## config.mk

```make
export PLATFORM = sky130hd
export DESIGN_NAME = conv_seq_ctrl
export DESIGN_NICKNAME = d
export VERILOG_FILES = /design/src/rtl/conv_ctrl_pkg.sv /design/src/rtl/conv_tile_calc.sv /design/src/rtl/conv_seq_ctrl.sv
export SDC_FILE = /design/constraint.sdc
export NUM_CORES = 1
export LEC_CHECK = 0
export ABC_AREA = 1
export CAP_MARGIN = 40
export CORE_UTILIZATION = 55
export DETAILED_ROUTE_END_ITERATION = 12
export PLACE_DENSITY = 0.79
export SLEW_MARGIN = 20
export SYNTH_ARGS = -nofsm -noshare
export SYNTH_HDL_FRONTEND = slang
export SYNTH_SLANG_ARGS = --single-unit
```

## constraint.sdc

```tcl
create_clock -name clk -period 7.7 [get_ports clk]
set_clock_uncertainty 0.2 [all_clocks]
set_input_delay 1.54 -clock clk [delete_from_list [all_inputs] [get_ports clk]]
set_output_delay 1.54 -clock clk [all_outputs]
set_load 0.01 [all_outputs]
```

## src/rtl/conv_ctrl_pkg.sv

```systemverilog
// Shared definitions for the convolution layer sequencer.
package conv_ctrl_pkg;

  typedef enum logic [2:0] {
    StIdle,
    StLdFeat,
    StLdBias,
    StLdWgt,
    StCompute,
    StSend,
    StDone,
    StErr
  } conv_state_e;

  // S_AXIS writer steering codes
  localparam logic [1:0] RxNone = 2'd0;
  localparam logic [1:0] RxFeat = 2'd1;
  localparam logic [1:0] RxBias = 2'd2;
  localparam logic [1:0] RxWgt  = 2'd3;

  // Output bytes per AXIS beat (32-bit TDATA)
  localparam int unsigned BYTES_PER_BEAT = 4;

  // Channels in a tile given the channels still to be produced
  function automatic logic [4:0] clamp_cnt(input logic [9:0] remaining,
                                           input int unsigned oc_par);
    return (remaining >= 10'(oc_par)) ? 5'(oc_par) : remaining[4:0];
  endfunction

endpackage

```

## src/rtl/conv_tile_calc.sv

```systemverilog
// Tile bookkeeping: first/next tile channel counts and beats per tile send.
module conv_tile_calc #(
  parameter int unsigned OC_PAR         = 4,
  parameter int unsigned BYTES_PER_BEAT = conv_ctrl_pkg::BYTES_PER_BEAT
) (
  input  logic [8:0]  num_outch,
  input  logic [5:0]  flen,
  input  logic [8:0]  oc_base,
  input  logic [4:0]  oc_cnt,
  output logic [4:0]  first_cnt,
  output logic [8:0]  next_base,
  output logic [4:0]  next_cnt,
  output logic        last_tile,
  output logic [15:0] tx_beats
);
  import conv_ctrl_pkg::*;

  logic [9:0]  sum;
  logic [9:0]  remaining;
  logic [19:0] tile_bytes;

  // Tile arithmetic; 20-bit intermediates cover 63*63*16 plus rounding
  always_comb begin
    sum        = {1'b0, oc_base} + {5'd0, oc_cnt};
    remaining  = {1'b0, num_outch} - sum;
    first_cnt  = clamp_cnt({1'b0, num_outch}, OC_PAR);
    next_base  = sum[8:0];
    // remaining is only meaningful when this is not the last tile
    next_cnt   = clamp_cnt(remaining, OC_PAR);
    last_tile  = (sum >= {1'b0, num_outch});
    tile_bytes = 20'(flen) * 20'(flen) * 20'(oc_cnt);
    tx_beats   = 16'((tile_bytes + 20'(BYTES_PER_BEAT - 1)) / 20'(BYTES_PER_BEAT));
  end

endmodule

```

## src/rtl/conv_seq_ctrl.sv

```systemverilog
// Layer-level sequencer: feature load, bias load, then per-tile weight/MAC/send.
module conv_seq_ctrl #(
  parameter int unsigned OC_PAR         = 4,
  parameter int unsigned BYTES_PER_BEAT = conv_ctrl_pkg::BYTES_PER_BEAT
) (
  input  logic        clk,
  input  logic        rst,
  input  logic        conv_start,
  input  logic [8:0]  num_inch,
  input  logic [8:0]  num_outch,
  input  logic [5:0]  flen,
  input  logic        f_writedone,
  input  logic        b_writedone,
  input  logic        w_writedone,
  input  logic        mac_done,
  input  logic        tx_done,
  output logic [1:0]  rx_sel,
  output logic        mac_start,
  output logic [8:0]  oc_base,
  output logic [4:0]  oc_cnt,
  output logic        tx_start,
  output logic [15:0] tx_beats,
  output logic        rdy_to_send,
  output logic        busy,
  output logic        conv_done,
  output logic        cfg_err
);
  import conv_ctrl_pkg::*;

  conv_state_e state_q;
  logic        start_prev_q;
  logic [8:0]  num_outch_q;
  logic [5:0]  flen_q;
  logic        start_evt;

  logic [4:0]  first_cnt;
  logic [8:0]  next_base;
  logic [4:0]  next_cnt;
  logic        last_tile;
  logic [15:0] calc_beats;

  // Rising edge of the APB start level
  always_comb begin
    start_evt = conv_start & ~start_prev_q;
  end

  conv_tile_calc #(
    .OC_PAR        (OC_PAR),
    .BYTES_PER_BEAT(BYTES_PER_BEAT)
  ) u_tile_calc (
    .num_outch(num_outch_q),
    .flen     (flen_q),
    .oc_base  (oc_base),
    .oc_cnt   (oc_cnt),
    .first_cnt(first_cnt),
    .next_base(next_base),
    .next_cnt (next_cnt),
    .last_tile(last_tile),
    .tx_beats (calc_beats)
  );

  // Sequencer FSM with registered outputs; done pulses only count in their own state
  always_ff @(posedge clk or posedge rst) begin
    if (rst) begin
      state_q      <= StIdle;
      start_prev_q <= 1'b0;
      num_outch_q  <= '0;
      flen_q       <= '0;
      rx_sel       <= RxNone;
      mac_start    <= 1'b0;
      oc_base      <= '0;
      oc_cnt       <= '0;
      tx_start     <= 1'b0;
      tx_beats     <= '0;
      rdy_to_send  <= 1'b0;
      busy         <= 1'b0;
      conv_done    <= 1'b0;
      cfg_err      <= 1'b0;
    end else begin
      start_prev_q <= conv_start;
      mac_start    <= 1'b0;
      tx_start     <= 1'b0;
      unique case (state_q)
        StIdle: begin
          if (start_evt) begin
            // num_inch is only validated; the datapath keeps its own copy
            num_outch_q <= num_outch;
            flen_q      <= flen;
            if (num_outch == '0 || flen == '0 || num_inch == '0) begin
              cfg_err <= 1'b1;
              state_q <= StErr;
            end else begin
              cfg_err <= 1'b0;
              rx_sel  <= RxFeat;
              busy    <= 1'b1;
              state_q <= StLdFeat;
            end
          end
        end
        StLdFeat: begin
          if (f_writedone) begin
            rx_sel  <= RxBias;
            state_q <= StLdBias;
          end
        end
        StLdBias: begin
          if (b_writedone) begin
            oc_base <= '0;
            oc_cnt  <= first_cnt;
            rx_sel  <= RxWgt;
            state_q <= StLdWgt;
          end
        end
        StLdWgt: begin
          if (w_writedone) begin
            rx_sel    <= RxNone;
            mac_start <= 1'b1;
            state_q   <= StCompute;
          end
        end
        StCompute: begin
          if (mac_done) begin
            tx_beats    <= calc_beats;
            tx_start    <= 1'b1;
            rdy_to_send <= 1'b1;
            state_q     <= StSend;
          end
        end
        StSend: begin
          if (tx_done) begin
            rdy_to_send <= 1'b0;
            if (last_tile) begin
              busy      <= 1'b0;
              conv_done <= 1'b1;
              state_q   <= StDone;
            end else begin
              oc_base <= next_base;
              oc_cnt  <= next_cnt;
              rx_sel  <= RxWgt;
              state_q <= StLdWgt;
            end
          end
        end
        StDone: begin
          if (!conv_start) begin
            conv_done <= 1'b0;
            state_q   <= StIdle;
          end
        end
        StErr: begin
          if (!conv_start) begin
            state_q <= StIdle;
          end
        end
        default: state_q <= StIdle;
      endcase
    end
  end

endmodule

```

# == After elaboration in Yosys (flattened, before gate mapping) ==
# Index checks and enable logic that the tools add are counted.
# op_classes
add_sub_neg,3
n_mul,2
n_lt_le_gt_ge,3
n_eq_ne,18
mux,45
n_bitwise,2
reduce_logical,20
# op_table
operator,count
two-way mux 3 bit,9
two-way mux 9 bit,3
two-way mux 5 bit,5
"!= test 2 bit, second input constant",11
case mux 3 bit (7 select lines),1
"adder 17 x 2 -> 18 bit, second input constant",1
logical NOT 9 bit,2
case mux 9 bit (2 select lines),1
multiplier 12 x 5 -> 17 bit,1
two-way mux 1 bit,14
two-way mux 2 bit,7
"equality test 3 bit, second input constant",4
multiplier 6 x 6 -> 12 bit,1
adder 9 x 5 -> 10 bit,1
">= comparator 10 x 3 -> 1 bit, second input constant",1
>= comparator 10 x 9 -> 1 bit,1
case mux 2 bit (5 select lines),1
case mux 5 bit (2 select lines),1
subtractor 9 x 10 -> 10 bit,1
">= comparator 9 x 3 -> 1 bit, second input constant",1
AND reduction 4 bit,2
AND reduction 8 bit,1
nonzero test 2 bit,4
AND reduction 7 bit,1
other kinds (13),18
# word_totals
reg_bits,57
inputBits,32
out_inout_bits,38
word_cells,107

# == Longest topological paths before layout ==
# Gate-level depths: netlist of run 1.
# depth
depth_word,7
ltp_mapped,32
mapped_depth_nobuf,31

# == Cells and area by module ==
# Synthesis of run 1 repeated with hierarchy kept, for this count alone.
# hier_totals
cells_unflattened,897
hier_area_um2,6188.4
# by_module_without_submodules
module,n_inst,cells_each,area_per_inst_um2,seq_area_each_um2
conv_tile_calc,1,591,3633.5,0.0
conv_seq_ctrl,1,306,2555.0,1426.4

# == Least setup slack after synthesis of run 1 ==
# Ideal clock, no wire load.
# synth_path
kind,register -> register
from,reg flen_q[0]
to,reg tx_beats[14]
setup_time_ns,0.118
arrival_ns,6.109
required_ns,7.382
setup_slack_ns,1.273
stages_incl_launch_ff,28
path_buffers,1
period_less_slack_ns,6.427
path_cell_list,dfrtp_1 buf_4 nand2_1 inv_1 fa_1 inv_1 fa_1 inv_1 fa_1 ha_1 a21oi_1 o21bai_1 a21oi_1 o21ai_1 xor2_1 nor2_1 fa_1 inv_1 fa_1 fa_1 inv_1 ha_1 a21oi_1 o21ai_0 a211oi_1 nand3_1 nand3_1 nand2_1
# synth_via
elab_chain_len,3
# synth_lines
item,line_no,rtl
"start, declared",conv_seq_ctrl.sv:33,logic [5:0] flen_q;
"start signal, assigned",conv_seq_ctrl.sv:88,flen_q <= flen;
multiplier 6 x 6 -> 12 bit,conv_tile_calc.sv:31,tile_bytes = 20'(flen) * 20'(flen) * 20'(oc_cnt);
multiplier 12 x 5 -> 17 bit,conv_tile_calc.sv:31,
adder 17 x 2 -> 18 bit,conv_tile_calc.sv:32,tx_beats = 16'((tile_bytes + 20'(BYTES_PER_BEAT - 1)) / 20'(BYTES_PER_BEAT));
"end signal, assigned",conv_seq_ctrl.sv:123,tx_beats <= calc_beats;
"end, declared",conv_seq_ctrl.sv:22,"output logic [15:0] tx_beats,"
# Every way passes these cells.
# A chain may end at the register's enable or synchronous reset.

# == Worst setup path after layout of run 1 ==
# Same ends and word-level chain as after synthesis.

==> impl_metrics.csv, run 1 <==
group,metric,value,unit
cts,clockBufferDepth,2,
run_status,status,"finished, final reports clean",
global_route,antenna_found_initial,0,
cts,cts_setup_buffers,0,
logic_synthesis,synth_top_area_cell,"dfrtp_1",
sta,fin_crit,6.837,ns
sta,max_freq,0.1463,GHz
critical_path,r2r-end,"tx_beats[14]",
global_route,grtUsageTotal,26.11,%
layout,diodes,0,
sta,setup_viol,0,
drt,wl_per_cell,12.75,um
logic_synthesis,synth_top_area_share,23.98,%
logic_synthesis,synth.distinct_cells,49,
layout,syn_to_final_growth,17.40,%
logic_synthesis,ys_dominant_reg_cell,"dfrtp_1",
placed_design,dp_hpwl,10440,um
critical_path,crit_type,"reg2reg",
cts,clkLatencyLatePin,0.36,ns
logic_synthesis,ys_seq_elements,57,
cts,cts_resized,0,
sta,slew_headroom,52.39,%
logic_synthesis,netlist_instances,832,
critical_path,r2r_start,"flen_q[0]",
logic_synthesis,synth.top_cells.by_count,"nand2_1 (250), inv_1 (147), nor2_1 (79)",
sta,rsz0062_at_grt,"false",
cts,clkTransAtPathRegs,0.07,ns
die,io-pin-count,70,
logic_synthesis,synth-async-reset-ratio,100.0,%
cts,cts-root-buf,"clkbuf_8",
min_path,holdPathEnd,"rdy_to_send",
drt,firstDrtPassIters,5,
drt,drtIter0Drc,404,
logic_synthesis,synth_area_leaders,"dfrtp_1 (24%), nand2_1 (16%), fa_1 (12%)",
die,num_rows,37,
min_path,hold_path.startpoint,"rdy_to_send",
sta,fin_setup_tns,0,ns
logic_synthesis,synth_most_common_cell,"nand2_1",
critical_path,cp_max_fo,10,
min_path,hp-class,"reg2reg",
layout,final_layout_size_suffix_gt1_share,5.947,%
die,dieArea,11230,um2
drt,post_drt_via_cell_ratio,5.149,
die,core_area,10420,um2
sta,finalHoldViolations,0,
cts,clock-sinks,57,
layout,multiInputGateArea,3869,um2
logic_synthesis,avgSynthCellArea,7.149,um2
placed_design,place.gp.congestion,0.8882,
global_route,grt_max_degree,58,
critical_path,startpoint_type,"register",
logic_synthesis,synth-edff-count,0,
global_route,grt_pass1_wl,23310,um
logic_synthesis,syn_area,5948,um2
drt,vias,5376,
global_route,grt_overflow,0,
layout,seqCellArea,1426,um2
cts,cts_tree,"done",
logic_synthesis,ys_seq_area_share,23.98,%
cts,htree_levels,3,
critical_path,r2r_slack,0.86,ns
cts,postCtsHoldBufs,0,
die,fp.dieW,106.0,um
die,die_y,106.0,um
sta,worst_pin_slew,0.7142,ns
layout,fin_nets,1027,
global_route,grt_pass1_vias,5132,
sta,fin_crit_sh,88.79,%
sta,report.final.slew_viol_count,0,
placed_design,io_buffer_count,69,
critical_path,crit_path_end_kind,"register",
logic_synthesis,syn_nets,956,
drt,drc,0,
critical_path,rr_worst_depth,26,
critical_path,worstPathRequired,7.74,ns
cts,numCtsBuffers,9,
die,start_util,57.11,%
logic_synthesis,yosysWarnings,0,
layout,nFillCells,907,
flow_run,drv_cap,0,
drt,drt_wl_total,13310,um
critical_path,worstPathArrival,6.88,ns
min_path,whs_path_depth,2,
drt,ant_nets,0,
[critical path, stage by stage, from the launching register on]
cell and delay (ns):
dfrtp_1 0.48, nand2_1 0.10, inv_1 0.05, fa_1 0.53, inv_1 0.07, fa_1 0.53
inv_1 0.05, fa_1 0.49, ha_1 0.34, a21oi_1 0.08, o21bai_1 0.25, a21oi_1 0.11
o21ai_1 0.16, xor2_1 0.32, nor2_1 0.10, fa_1 0.49, inv_1 0.06, fa_1 0.50
fa_1 0.54, inv_1 0.04, ha_1 0.35, a21oi_1 0.21, o21ai_0 0.15, a211oi_1 0.29
nand3_1 0.11, nand3_1 0.09, nand2_1 0.05
[stage by stage]
step / utilization [%] / cell area [um2] / setup slack, ns / cells / hold slack [ns]
after floorplan: - / 5948 / 1.273 / 832 / 0.2706
after global placement: 64.80 / 6750 / 1.078 / 1027 / 0.2592
after detailed placement: 64.91 / 6761 / 0.8754 / 1028 / 0.2640
after CTS: 67.04 / 6983 / 0.8620 / 1044 / 0.2844
after global routing: 67.04 / 6983 / 0.3760 / 1044 / 0.3088
final: 67.04 / 6983 / 0.8629 / 1044 / 0.2735
[state kept, by name (all words and copies together) (netlist names), 2 cells and up]
name,flops
tx_beats,16
num_outch_q,9
oc_base,9
flen_q,6
oc_cnt,5
state_q,3
rx_sel,2
[cell usage in the layout, fill, tap and decap left out, types with 6 or more instances in the layout]
| master | Yosys | routed |
|---|---|---|
| nand2_1 | 250 | 250 |
| inv_1 | 147 | 146 |
| nor2_1 | 79 | 79 |
| clkdlybuf4s50_1 | 0 | 69 |
| dfrtp_1 | 57 | 57 |
| ha_1 | 56 | 56 |
| nand3_1 | 42 | 42 |
| fa_1 | 36 | 36 |
| a21oi_1 | 28 | 28 |
| o21ai_0 | 25 | 25 |
| xor2_1 | 10 | 10 |
| xnor2_1 | 10 | 10 |
| clkbuf_8 | 0 | 10 |
| nand4_1 | 9 | 9 |
| inv_2 | 5 | 6 |
| nor3_1 | 6 | 6 |
[worst max-delay path by stage]
stage          startpoint           end  slack, ns  cells after the start
6_report        flen_q[0]  tx_beats[14]       0.86                     26
5_1_grt         flen_q[0]  tx_beats[14]       0.38                     26
4_1_cts         flen_q[0]  tx_beats[14]       0.86                     26
3_5_place_dp    flen_q[0]  tx_beats[14]       0.88                     26
3_3_place_gp    flen_q[0]  tx_beats[14]       1.08                     26
2_1_floorplan   flen_q[0]  tx_beats[14]       1.27                     27
[layer usage]
| metal | vias to the layer above | track usage (%) | wire, um |
|---|---|---|---|
| li1 | 2740 | - | - |
| met5 | - | 0 | 0 |
| met4 | 0 | 8.730 | 236 |
| met1 | 2451 | 37.22 | 6599 |
| met3 | 21 | 4.169 | 649 |
| met2 | 164 | 40.48 | 5821 |
[cells by family (layout without fill, tap and decap cells)]
kind of cell	Yosys count	in the layout	synth area share, %
and+or+nand+nor	413	413	29.81
buffers and inverters	166	242	10.98
adders and majority gates	92	92	23.90
AOI/OAI and AO/OA	84	84	8.393
DFF	57	57	23.98
xor gates and xnor gates	20	20	2.945
[final cells by class]
| cell class | count | share of cell area, % |
|---|---|---|
| clock buffer | 12 | 2.078 |
| timing repair buffer | 71 | 10.16 |
| sequential | 57 | 20.43 |
| inverter | 155 | 8.404 |
| clock inverter | 4 | 1.093 |
| multi-input combinational | 609 | 55.40 |
| tap | 136 | 2.437 |
Power of run 1 is not shown: default switching activity piles up to over one toggle a cycle in this logic, so the estimate is an artifact.
==> inputs of run 2 (changes only) <==
CTS_CLUSTER_SIZE = 8   (was not set)
==> results of run 2 <==
The final DEF is identical to that of run 1; final timing and power are the same.
Power of run 2 is left out for the same reason.
==> inputs of run 3 (changes only) <==
CORE_UTILIZATION = 58   (was 55)
MAX_ROUTING_LAYER = met4   (was not set)
PLACE_DENSITY = 0.82   (was 0.79)
==> impl_metrics.csv, run 3 (synthesis gave the netlist of run 1 again) <==
group,metric,value,unit
cts,clkTransAtPathRegs,0.08,ns
critical_path,max_stage_delay,0.54,ns
layout,layout_commonest_cell,"nand2_1",
drt,firstDrtPassIters,5,
die,io-pin-count,70,
placed_design,dpl.cell_count,1025,
die,num_rows,36,
sta,worst_pin_slew,0.6938,ns
cts,cts_tree,"done",
placed_design,io_buffer_count,69,
layout,top_regs,"tx_beats: 16 flops, num_outch_q: 9 flops, oc_base: 9 flops",
cts,cts_resized,0,
layout,top_register,"tx_beats",
drt,ant_nets,0,
min_path,hp-class,"reg2reg",
critical_path,startpoint_type,"register",
cts,cts-root-buf,"clkbuf_8",
drt,post_drt_via_cell_ratio,5.249,
drt,vias,5464,
cts,clkLatencyLatePin,0.35,ns
cts,clockBufferDepth,2,
die,start_util,60.30,%
layout,largest_reg_flops,16,
layout,final_cell_mix,"nand2_1 (250), inv_1 (146), nor2_1 (79)",
sta,fin_crit,6.936,ns
drt,drc,0,
sta,fin_setup_tns,0,ns
sta,setup_viol,0,
global_route,grt_pass1_vias,5186,
placed_design,pre_cts_ws,0.8033,ns
placed_design,dp_hpwl,11290,um
sta,fin_crit_sh,90.07,%
global_route,grt_max_degree,56,
flow_run,drv_cap,0,
layout,stdcell_count,1041,
critical_path,crit_path_end_kind,"register",
sta,max_freq,0.1442,GHz
global_route,antenna_found_initial,0,
die,core_area,9864,um2
layout,final_layout_size_suffix_gt1_share,6.167,%
layout,fin_area,6938,um2
global_route,grtUsageTotal,28.89,%
die,dieArea,10660,um2
die,die_y,103.3,um
cts,htree_levels,3,
run_status,status,"finished, final reports clean",
global_route,grt_pass1_wl,23270,um
sta,slew_headroom,53.75,%
sta,report.final.slew_viol_count,0,
layout,syn_to_final_growth,16.64,%
sta,rsz0062_at_grt,"false",
placed_design,place.gp.congestion,0.9712,
die,fp.dieW,103.3,um
layout,diodes,0,
global_route,grt_overflow,0,
cts,clock-sinks,57,
critical_path,cp_max_fo,10,
drt,wl_per_cell,13.25,um
drt,drtIter0Drc,262,
critical_path,crit_type,"reg2reg",
sta,timing.final.ws_setup,0.7643,ns
cts,numCtsBuffers,9,
critical_path,worstPathRequired,7.76,ns
critical_path,slowest_stage,"fa_1",
sta,finalHoldViolations,0,
critical_path,worstPathArrival,6.99,ns
drt,drt_wl_total,13800,um
placed_design,placed_cell_area,6758,um2
cts,postCtsHoldBufs,0,
cts,cts_setup_buffers,0,
layout,fin_nets,1027,
run 3: critical path: cells and delay by family, from the launching register on:
kind	cells	cell delay (ns)
fa+ha+maj	8	3.74
compound gates	6	0.92
simple gates	7	0.79
flops	1	0.49
buf+inv	6	0.36
xor+xnor	1	0.33
run 3: path summary, 6_finish.rpt:
kind | start | to | slack (ns) | cells after the start
worst max-delay path | flen_q[0] | tx_beats[15] | 0.76 | 28
worst min-delay path | rdy_to_send | rdy_to_send | 0.27 | 2
worst max register to register | flen_q[0] | tx_beats[15] | 0.76 | 28
worst min register to register | rdy_to_send | rdy_to_send | 0.27 | 2
max in group asynchronous | rst | flen_q[0] | 5.29 | 3
min in group asynchronous | rst | oc_base[5] | 1.15 | 2
run 3: cell type report:
type,instances,area (um2)
fillers,834,2927
multi-input cells,609,3869
clock buffers,9,123.9
flip-flops and latches,57,1426
well taps,133,166.4
clock inverters,7,56.30
inverters,155,586.8
repair buffers,71,709.4
run 3: layer usage:
layer | wire length (um) | GRT usage [%]
met1 | 6511 | 39.21
met2 | 6362 | 45.64
met3 | 749 | 4.301
met4 | 173 | 7.042
met5 | 0 | -
run 3: through the flow:
stage / hold WS, ns / util, %
after floorplan: 0.2706 / -
after global placement: 0.2555 / 68.39
after detailed placement: 0.2577 / 68.51
after CTS: 0.2758 / 70.33
after global routing: 0.3141 / 70.33
final: 0.2714 / 70.33
Power of run 3 is left out for the same reason.
